File: src/rtl/md5_pkg.sv
// md5_pkg: shared constants and padder state type for the MD5 message path.
package md5_pkg;
  localparam int MD5_BLK_W = 512;
  localparam int MD5_WORDS = 16;
  localparam logic [7:0] MD5_PAD_BYTE = 8'h80;
  localparam int MD5_LEN_LO_IDX = 14;
  localparam int MD5_LEN_HI_IDX = 15;
  typedef enum logic [1:0] {FILL, PAD, EMIT, LENBLK} pad_state_t;
endpackage

File: src/rtl/md5_pad_word.sv
// md5_pad_word: optional byte reversal, masks bytes >= nbytes and inserts the 0x80 pad byte.
module md5_pad_word
  import md5_pkg::*;
(
  input  logic [31:0] i_word,
  input  logic [2:0]  i_nbytes,
  input  logic        i_bswap,
  output logic [31:0] o_word,
  output logic        o_fit
);
  logic [31:0] w_src;
  assign w_src = i_bswap ? {i_word[7:0], i_word[15:8], i_word[23:16], i_word[31:24]} : i_word;
  assign o_fit = i_nbytes < 3'd4;
  always_comb begin
    o_word = '0;
    for (int i = 0; i < 4; i++)
      o_word[8*i +: 8] = 3'(i) < i_nbytes ? w_src[8*i +: 8] : 3'(i) == i_nbytes ? MD5_PAD_BYTE : 8'h00;
  end
endmodule

File: src/rtl/md5_msg_padder.sv
// md5_msg_padder: packs 32-bit message words into MD5-padded 512-bit blocks.
// Define MD5_PAD_BSWAP_EN to byte-reverse input words for big-endian sources.
module md5_msg_padder
  import md5_pkg::*;
#(
  parameter int LEN_W = 32
)(
  input  logic                 CLK,
  input  logic                 RSTB,
  input  logic                 in_valid,
  output logic                 in_ready,
  input  logic [31:0]          in_data,
  input  logic                 in_last,
  input  logic [2:0]           in_nbytes,
  output logic                 blk_valid,
  input  logic                 blk_ready,
  output logic [MD5_BLK_W-1:0] blk_data,
  output logic                 blk_first,
  output logic                 blk_last,
  output logic                 err
);
  pad_state_t r_state, w_next;
  logic [31:0] r_buf [MD5_WORDS];
  logic [3:0] r_wptr;
  logic [LEN_W-1:0] r_bytecnt;
  logic r_first, r_last, r_pend_len, r_pend_80, r_fit, r_err;
  logic [2:0] w_nbytes;
  logic [31:0] w_word;
  logic w_fit, w_bswap, w_len_fits;
  logic [LEN_W:0] w_sum;
  logic [63:0] w_bitlen;

`ifdef MD5_PAD_BSWAP_EN
  assign w_bswap = 1'b1;
`else
  assign w_bswap = 1'b0;
`endif

  assign w_nbytes = !in_last ? 3'd4 : in_nbytes > 3'd4 ? 3'd4 : in_nbytes;
  md5_pad_word u_pad (
    .i_word  (in_data),
    .i_nbytes(w_nbytes),
    .i_bswap (w_bswap),
    .o_word  (w_word),
    .o_fit   (w_fit)
  );

  assign w_sum = {1'b0, r_bytecnt} + (LEN_W+1)'(w_nbytes);
  assign w_bitlen = 64'({r_bytecnt, 3'b000});
  // Length fits when the 0x80 byte landed in word 13 or earlier (p <= 55)
  assign w_len_fits = r_fit ? r_wptr <= 4'd13 : r_wptr <= 4'd12;

  assign in_ready = r_state == FILL;
  assign blk_valid = r_state == EMIT;
  assign blk_first = blk_valid && r_first;
  assign blk_last = blk_valid && r_last;
  assign err = r_err;

  for (genvar k = 0; k < MD5_WORDS; k++) begin : g_out
    assign blk_data[32*k +: 32] = r_buf[k];
  end

  always_comb begin
    w_next = r_state;
    case (r_state)
      FILL:    if (in_valid) w_next = in_last ? PAD : r_wptr == 4'd15 ? EMIT : FILL;
      PAD:     w_next = EMIT;
      EMIT:    if (blk_ready) w_next = r_pend_len ? LENBLK : FILL;
      default: w_next = EMIT;
    endcase
  end

  always_ff @(posedge CLK or negedge RSTB)
    if (!RSTB) r_state <= FILL;
    else r_state <= w_next;

  always_ff @(posedge CLK or negedge RSTB) begin
    if (!RSTB) begin
      for (int i = 0; i < MD5_WORDS; i++) r_buf[i] <= '0;
      r_wptr <= '0;
      r_bytecnt <= '0;
      r_first <= 1'b1;
      r_last <= 1'b0;
      r_pend_len <= 1'b0;
      r_pend_80 <= 1'b0;
      r_fit <= 1'b0;
      r_err <= 1'b0;
    end else begin
      case (r_state)
        FILL: if (in_valid) begin
          r_buf[r_wptr] <= w_word;
          r_bytecnt <= w_sum[LEN_W] ? '1 : w_sum[LEN_W-1:0];
          r_err <= r_err | w_sum[LEN_W];
          r_fit <= w_fit;
          if (!in_last && r_wptr != 4'd15) r_wptr <= r_wptr + 4'd1;
        end
        PAD: begin
          if (!r_fit && r_wptr != 4'd15) r_buf[r_wptr + 4'd1] <= {24'h0, MD5_PAD_BYTE};
          if (w_len_fits) begin
            r_buf[MD5_LEN_LO_IDX] <= w_bitlen[31:0];
            r_buf[MD5_LEN_HI_IDX] <= w_bitlen[63:32];
          end
          r_last <= w_len_fits;
          r_pend_len <= !w_len_fits;
          r_pend_80 <= !r_fit && r_wptr == 4'd15;
        end
        EMIT: if (blk_ready) begin
          r_first <= r_last;
          r_last <= 1'b0;
          if (!r_pend_len) begin
            for (int i = 0; i < MD5_WORDS; i++) r_buf[i] <= '0;
            r_wptr <= '0;
            if (r_last) r_bytecnt <= '0;
          end
        end
        default: begin
          for (int i = 0; i < MD5_WORDS; i++) r_buf[i] <= '0;
          r_buf[0] <= r_pend_80 ? {24'h0, MD5_PAD_BYTE} : 32'h0;
          r_buf[MD5_LEN_LO_IDX] <= w_bitlen[31:0];
          r_buf[MD5_LEN_HI_IDX] <= w_bitlen[63:32];
          r_wptr <= '0;
          r_last <= 1'b1;
          r_pend_len <= 1'b0;
          r_pend_80 <= 1'b0;
        end
      endcase
    end
  end
endmodule

File: config.mk
export PLATFORM = sky130hd
export DESIGN_NAME = md5_msg_padder
export DESIGN_NICKNAME = d
export VERILOG_FILES = /design/src/rtl/md5_pkg.sv /design/src/rtl/md5_pad_word.sv /design/src/rtl/md5_msg_padder.sv
export SDC_FILE = /design/constraint.sdc
export NUM_CORES = 1
export LEC_CHECK = 0
export BUFFER_PORTS_ARGS = -buffer_cell sky130_fd_sc_hd__buf_2
export CAP_MARGIN = 20
export CORE_MARGIN = 2
export CORE_UTILIZATION = 54
export CTS_BUF_LIST = sky130_fd_sc_hd__clkbuf_8 sky130_fd_sc_hd__clkbuf_16
export DETAILED_ROUTE_END_ITERATION = 6
export PLACE_DENSITY = 0.8
export SETUP_SLACK_MARGIN = 0.2
export SYNTH_ARGS = -nofsm -noshare
export SYNTH_HDL_FRONTEND = slang
export SYNTH_SLANG_ARGS = --single-unit
File: constraint.sdc
create_clock -name CLK -period 2.7 [get_ports CLK]
set_input_delay 0.54 -clock CLK [delete_from_list [all_inputs] [get_ports CLK]]
set_output_delay 0.54 -clock CLK [all_outputs]
set_load 0.05 [all_outputs]
==> summary.md, run 1 <==
| Metric | Value |
|---|---|
| Outcome | finished, final reports clean |
| Slowest CP cell | ha_1 |
| Reg clk slew, reported paths | 0.07 ns |
| Critical path buffer and inverter count | 3 |
| CORE AREA | 0.0439 sq mm |
| Num CTS Buffers | 57 |
| FFs w/ async S/R, synth | 1.00 |
| Min Tclk post-route | 2.46 ns |
| GP Congestion | approximately 1 |
| Critical Path Source | r_wptr[0] |
| Slew Limit Fails | 0 |
| Rel. slew slack | 0.201 |
| Clock Path Buffers | 3 |
| Max cap viols | 0 |
| Crit path max fanout | 16 |
| Starting Density | 0.544 |
| Final Skew | a little over 0.03 ns |
| Cell mode on critical path | buf_4 |
| Rows | 77 |
| Number of global-route vias before repair | ~22000 |
| Total Routing Usage GR | 0.418 |
| RSZ-0062 raised after global routing | yes |
| Root Buffer | clkbuf_16 |
| Synth Register Bits | 556 |
| Synth area leaders | dfrtp_1 58%, a21oi_1 6.8%, nand2_1 4.9%, a22o_1 4.9%, o21ai_0 4.2% |
| Post-DP HPWL | 69000 um |
| Net Count, Synth | roughly 2400 |
| Floorplan die height | between 200 and 250 um |
| Dpl cells | 3471 |
| Die Wd | 214 um |
| Cell Chain, Critical Path | buf_4 -> inv_1 -> ha_1 -> and2_1 -> o22ai_1 -> nor2_1 -> nand2_1 -> buf_4 -> a22o_1 |
| Total Wirelength | a little under 100000 um |
| Vias after detailed routing | approximately 23000 |
| Max VDD drop | 892 uV |
| Hold Path Class | in -> reg |
| Synth top cells by count | 555 x dfrtp_1, 327 x a21oi_1, 312 x nand2_1 |
| Gr ovfl total | 0 |
| Seq/Total Area, Yosys | 0.582 |
| Synth cell types | 78 |
| Vias/cell | approximately 6.4 |
| Drt drc | 0 |
| Min-delay src | in_valid |
| Synth area leader | dfrtp_1 |
| First-pass DRT Iterations | 5 |
| Post-synth EDFFs | 0 |
| WP data required | about 3.2 ns |
| Fin cells | 3587 |
| Htree depth | 2 |
| Syn Std Cell Area | 0.0239 sq mm |
| Setup-failing EPs final | 0 |
| Layout cells sized above 1 | 0.305 |
| Mean post-synth cell area | between 10 and 15 sq um |
| Area delta synth->final | 26.5% |
| Register area | 0.0139 sq mm |
| I/O pins | 557 |
| Largest net degree at the start of global routing | between 100 and 150 |
| CP endpoint kind | flop |
| Post-layout util | 0.688 |
| Max Clk Rate | a little over 400 MHz |
| Iter 0 DRT Violations | 3203 |
| CP Class | reg -> reg |
| Top-count cell post-synth | dfrtp_1 |
| Hold Violations, Final | 0 |
| TritonCTS clock tree | yes |
| Area occupied by multi-input gates | approximately 0.0091 sq mm |
| Final Cycle Share | 0.910 |
| Yosys top cell area share | 0.581 |
| Final setup TNS | 0 ns |
| Initial antenna violation count | 6 |
| Post-route ant nets | 0 |
| Synth Flop Type | dfrtp_1 |
| Routed len/inst | 27.0 um |
| Clock net sink count | 556 |
| Fill cells | between 3000 and 4000 |
| Synthesis Warnings | 0 |
| Reg-to-reg critical path startpoint | r_wptr[0] |
| Slew @ Worst Pin | about 1.2 ns |
| CP delay by family, top | simple AND/OR/NAND/NOR gates |
| First-pass GRT wire length | approximately 140000 um |
| Power Density | between 900 and 1000 mW/mm^2 |
| Leak | 15.6 nW |
| Die area | 0.0460 sq mm |
| Slowest stage delay, CP | 0.50 ns |
| Clk_lat worst skew | 0.63 ns |
| Layout Nets | about 3000 |
| Critical Path AT | 2.96 ns |
| Port bufs | 556 |
| Syn Inst Count | 2363 |
| CP Launch Type | flop |
[worst reg2reg max path, stage by stage (launching register included)]
cell     delay, ns
dfrtp_1       0.38
buf_4         0.16
inv_1         0.12
ha_1          0.50
and2_1        0.23
o22ai_1       0.11
nor2_1        0.27
nand2_1       0.09
buf_4         0.21
a22o_1        0.28
[worst paths after layout]
path	end	slack [ns]	depth (start not counted)
setup / recovery	blk_data[330]	0.24	9
hold / removal	r_state[0]	0.26	3
setup reg to reg	blk_data[330]	0.24	9
hold reg to reg	blk_data[15]	0.48	2
max in group asynchronous	blk_data[36]	1.26	3
min in group asynchronous	blk_data[50]	0.47	2
[per-layer routing]
layer,up-vias,track usage,part of all wire,routed length (um)
met5,-,0,0.00042,41
met4,6,0.235,0.067,6540
met3,357,0.0972,0.12,11200
met2,1634,0.621,0.44,42700
met1,11300,0.569,0.38,36500
li1,9611,-,-,-
[power breakdown]
| group | leakage, nW | internal, mW | switching (mW) |
|---|---|---|---|
| Clock | 0.974 | 4.51 | 3.41 |
| Sequential | 7.71 | 9.16 | 0.585 |
| Combinational | 6.88 | 2.82 | 8.49 |
| Total | 15.6 | 16.5 | 12.5 |
[cells by family after synthesis]
| kind of cell | Yosys count | share of synthesized area |
|---|---|---|
| multiplexers | 2 | 0.000890 |
| XOR/XNOR | 3 | 0.00110 |
| adder cells (fa/ha/maj) | 11 | 0.00607 |
| AO/OA/AOI/OAI | 905 | 0.242 |
| flip-flops | 556 | 0.582 |
| AND/OR/NAND/NOR | 640 | 0.122 |
| buffers and inverters | 246 | 0.0462 |
[state kept, by name (all words and copies together), names as in the netlist]
register and count:
blk_data 512, r_bytecnt 32, r_wptr 4, r_state 2, err 1, r_first 1
r_fit 1, r_last 1, r_pend_80 1, r_pend_len 1
[area by class of cell]
cell class                      instances  share of cell area
Sequential cell                       556               0.460
Multi-Input combinational cell       1561               0.301
Timing Repair Buffer                  736               0.147
Clock buffer                           73              0.0548
Tap cell                              592              0.0245
Clock inverter                         32             0.00757
Inverter                               34             0.00435
Antenna cell                            3            0.000248
[cell usage in the layout, fill, tap and decap left out, types with 5 or more instances in the layout]
cell / count
nor3_2: 8
o21ai_2: 9
buf_12: 24
ha_1: 6
o2bb2ai_1: 86
a21oi_1: 326
o21ai_0: 177
nand3_1: 19
and3_1: 10
o22ai_1: 7
buf_2: 554
nand2_1: 311
nor2_1: 131
o211ai_1: 7
and2_0: 5
clkbuf_8: 15
inv_1: 40
clkbuf_16: 58
nor3_1: 45
nor2b_2: 8
a22o_1: 133
a32o_1: 16
clkinv_2: 14
dfrtp_1: 554
o21ai_1: 32
and2_1: 34
a31oi_1: 29
buf_4: 155
a22oi_1: 31
nor2b_1: 6
and4_1: 6
or3_1: 5
nor2_2: 8
a211oi_1: 14
[metrics by stage]
| stage | hold WS, ns | total power [mW] | instance area (sq um) | worst slack, ns |
|---|---|---|---|---|
| after CTS | 0.228 | 28.7 | 30200 | 0.206 |
| after global placement | 0.459 | 20.6 | 28200 | 0.0392 |
| after floorplan | 0.244 | 16.7 | 24000 | -0.0565 |
| after global routing | 0.257 | 29.9 | 30200 | 0.133 |
| after detailed placement | 0.465 | 20.8 | 28200 | -0.0602 |
| final | 0.259 | 29.0 | 30200 | 0.242 |
[repair_timing]
item,CTS,global route
hold buffers,1,0
resized for setup,5,11
setup buffers,5,2
endpoints found under the setup margin,61,310
pin swaps,1,1
endpoints found under the hold margin,41,0
No activity file was read; power rests on OpenSTA's default activity.
==> inputs of run 2 (changes only) <==
- CORE_UTILIZATION: 54 -> 49
- PLACE_DENSITY: 0.8 -> 0.77
- clock period: 2.7 -> 2.1 ns (I/O delays scaled with it)
==> summary.md, run 2 (synthesis gave the netlist of run 1 again) <==
| Metric | Value |
|---|---|
| Switching pwr | 18.8 mW (was 12.5 mW) |
| Area delta synth->final | 46.8% (was 26.5%) |
| Critical path buffer and inverter count | 1 (was 3) |
| Total Wirelength | 111000 um (was 96900 um) |
| Largest net degree at the start of global routing | 85 (was 114) |
| WP data required | 2.62 ns (was 3.20 ns) |
| Slowest stage delay, CP | 0.51 ns (was 0.50 ns) |
| Most frequent cells in the layout | 554 x buf_2, 551 x dfrtp_1, 287 x nand2_1, 276 x a21oi_1, 273 x buf_4 (was 554 x dfrtp_1, 554 x buf_2, 326 x a21oi_1, 311 x nand2_1, 177 x o21ai_0) |
| Layout cells sized above 1 | 0.424 (was 0.305) |
| Min Tclk post-route | 2.26 ns (was 2.46 ns) |
| First-pass DRT Iterations | 6 (was 5) |
| Hold Path Class | in -> reg (unchanged) |
| Rows | 80 (was 77) |
| I/O pins | 557 (unchanged) |
| Min-delay src | in_data[30] (was in_valid) |
| Max cap viols | 0 (unchanged) |
| Drt drc | 0 (unchanged) |
| Dpl cells | 3670 (was 3471) |
| Failing checks | negative setup slack |
| Slew Limit Fails | 0 (unchanged) |
| Total Routing Usage GR | 0.407 (was 0.418) |
| Seq pwr share | 0.282 (was 0.336) |
| Hold-critical path depth | 3 (unchanged) |
| Htree depth | 2 (unchanged) |
| Internal Power | 25.8 mW (was 16.5 mW) |
| Layout Nets | 3240 (was 2997) |
| Floorplan die height | 225 um (was 214 um) |
| First-pass GRT wire length | 152000 um (was 145000 um) |
| Initial antenna violation count | 5 (was 6) |
| Outcome | complete, but fails checks (was finished, final reports clean) |
| Root Buffer | clkbuf_16 (unchanged) |
| Worst flop-to-flop path endpoint | blk_data[301] (was blk_data[330]) |
| Hold Violations, Final | 0 (unchanged) |
| Sw frac | 0.421 (was 0.431) |
| Commonest non-fill, non-tap cell in the layout | buf_2 |
| TritonCTS clock tree | yes (unchanged) |
| Hold Path End | blk_data[222] (was r_state[0]) |
| Hold Slack | 0.135 ns (was 0.259 ns) |
| Clk_lat worst skew | 0.63 ns (about the same) |
| Number of global-route vias before repair | 23500 (was 22300) |
| Design Power | 44.6 mW (was 29.0 mW) |
| Reg-to-reg critical path startpoint | r_wptr[1] (was r_wptr[0]) |
| Final Cycle Share | 1.07 (was 0.910) |
| Cell Chain, Critical Path | ha_4 -> a31oi_4 -> o32ai_4 -> or3_4 -> buf_12 -> a22o_1 (was buf_4 -> inv_1 -> ha_1 -> and2_1 -> o22ai_1 -> nor2_1 -> nand2_1 -> buf_4 -> a22o_1) |
| CP endpoint kind | flop (unchanged) |
| Max Clk Rate | 443 MHz (was 407 MHz) |
| CP Launch Type | flop (unchanged) |
| Fin cells | 3857 (was 3587) |
| Crit path max fanout | 13 (was 16) |
| Slew @ Worst Pin | 1.15 ns (was 1.19 ns) |
| Vias after detailed routing | 24900 (was 23000) |
| Post-route cell area | 0.0351 sq mm (was 0.0302 sq mm) |
| CP Class | reg -> reg (unchanged) |
| Iter 0 DRT Violations | 3312 (was 3203) |
| R2r setup slk | -0.16 ns (was 0.24 ns) |
| Final WS setup | -0.156 ns (was 0.242 ns) |
| Clock net sink count | 556 (unchanged) |
| Vias/cell | 6.45 (was 6.40) |
| Worst slack at placement | -0.480 ns (was -0.0602 ns) |
| Die Wd | 225 um (was 214 um) |
| Final Skew | 0.0151 ns (was 0.0310 ns) |
| Number of flip-flops in the largest register | 512 (unchanged) |
| CP delay by family, top | compound AO/OA/AOI/OAI gates (was simple AND/OR/NAND/NOR gates) |
| Critical Path AT | 2.77 ns (was 2.96 ns) |
| Clock Path Buffers | 3 (unchanged) |
| Reg clk slew, reported paths | 0.07 ns (about the same) |
| Leak | 17.7 nW (was 15.6 nW) |
| Comb pwr share | 0.462 (was 0.390) |
| Routed len/inst | 28.9 um (was 27.0 um) |
| Gr ovfl total | 0 (unchanged) |
| Setup-failing EPs final | 358 (was 0) |
| Num CTS Buffers | 57 (unchanged) |
| Starting Density | 0.499 (was 0.544) |
| Post-DP HPWL | 74200 um (was 69000 um) |
| Post-layout util | 0.732 (was 0.688) |
| Worst r2r path cells | 6 (was 9) |
| Final setup TNS | -17.38 ns (was 0 ns) |
| Placed cell area | 0.0307 sq mm (was 0.0282 sq mm) |
| Power Density | 1270 mW/mm^2 (was 959 mW/mm^2) |
| Max VDD drop | 1050 uV (was 892 uV) |
| Port bufs | 556 (unchanged) |
| Post-route ant nets | 0 (unchanged) |
| Slowest CP cell | or3_4 (was ha_1) |
| Die area | 0.0506 sq mm (was 0.0460 sq mm) |
| CORE AREA | 0.0479 sq mm (was 0.0439 sq mm) |
| GP Congestion | 0.989 (was 1.02) |
| Rel. slew slack | 0.231 (was 0.201) |
| RSZ-0062 raised after global routing | yes (unchanged) |
| Clk network pwr share | 0.256 (was 0.273) |
-- run 2: timing repair --
action,in CTS,in global routing
setup endpoints to repair,546,554
setup buffers,19,25
hold endpoints to repair,34,0
pin swaps,58,49
hold buffers,1,0
resized for setup,112,223
gates cloned,6,24
-- run 2: per-layer routing --
metal	vias up	routed length (um)	global-route usage
met5	-	0	0
met4	0	8820	0.249
met3	517	14000	0.0939
met2	2005	48500	0.609
met1	12200	40000	0.542
li1	10100	-	-
-- run 2: layout make-up --
cell class	count	area, sq um
Antenna cell	4	10.0
Clock buffer	67	1560
Clock inverter	41	528
Fill cell	3210	12900
Inverter	34	133
Multi-Input combinational cell	1561	10400
Sequential cell	556	13900
Tap cell	615	769
Timing Repair Buffer	979	7750
-- run 2: power groups by stage --
| stage | combinational [mW] | sequential (mW) | clock [mW] |
|---|---|---|---|
| final | 20.6 | 12.6 | 11.4 |
| after global routing | 21.2 | 12.6 | 11.8 |
| after CTS | 17.6 | 12.5 | 11.3 |
| after detailed placement | 16.1 | 12.7 | 0 |
| after global placement | 15.9 | 12.6 | 0 |
| after floorplan | 6.17 | 15.9 | 0 |
-- run 2: worst min-delay path: cells and delay by family --
family | cells | cell delay, ns
buffers and inverters | 1 | 0.16
AND/OR/NAND/NOR | 1 | 0.08
AO/OA/AOI/OAI | 1 | 0.06
-- run 2: how the worst max path moves through the flow --
stage                          from            end  slack (ns)  depth (start not counted)
after floorplan             in_last  r_bytecnt[14]       -0.54                         15
after global placement      in_last  r_bytecnt[14]       -0.46                         12
after detailed placement    in_last  r_bytecnt[14]       -0.48                         12
after CTS                 r_wptr[1]  blk_data[163]       -0.11                          8
after global routing      r_wptr[0]  blk_data[247]       -0.19                          9
final                     r_wptr[1]  blk_data[301]       -0.16                          6
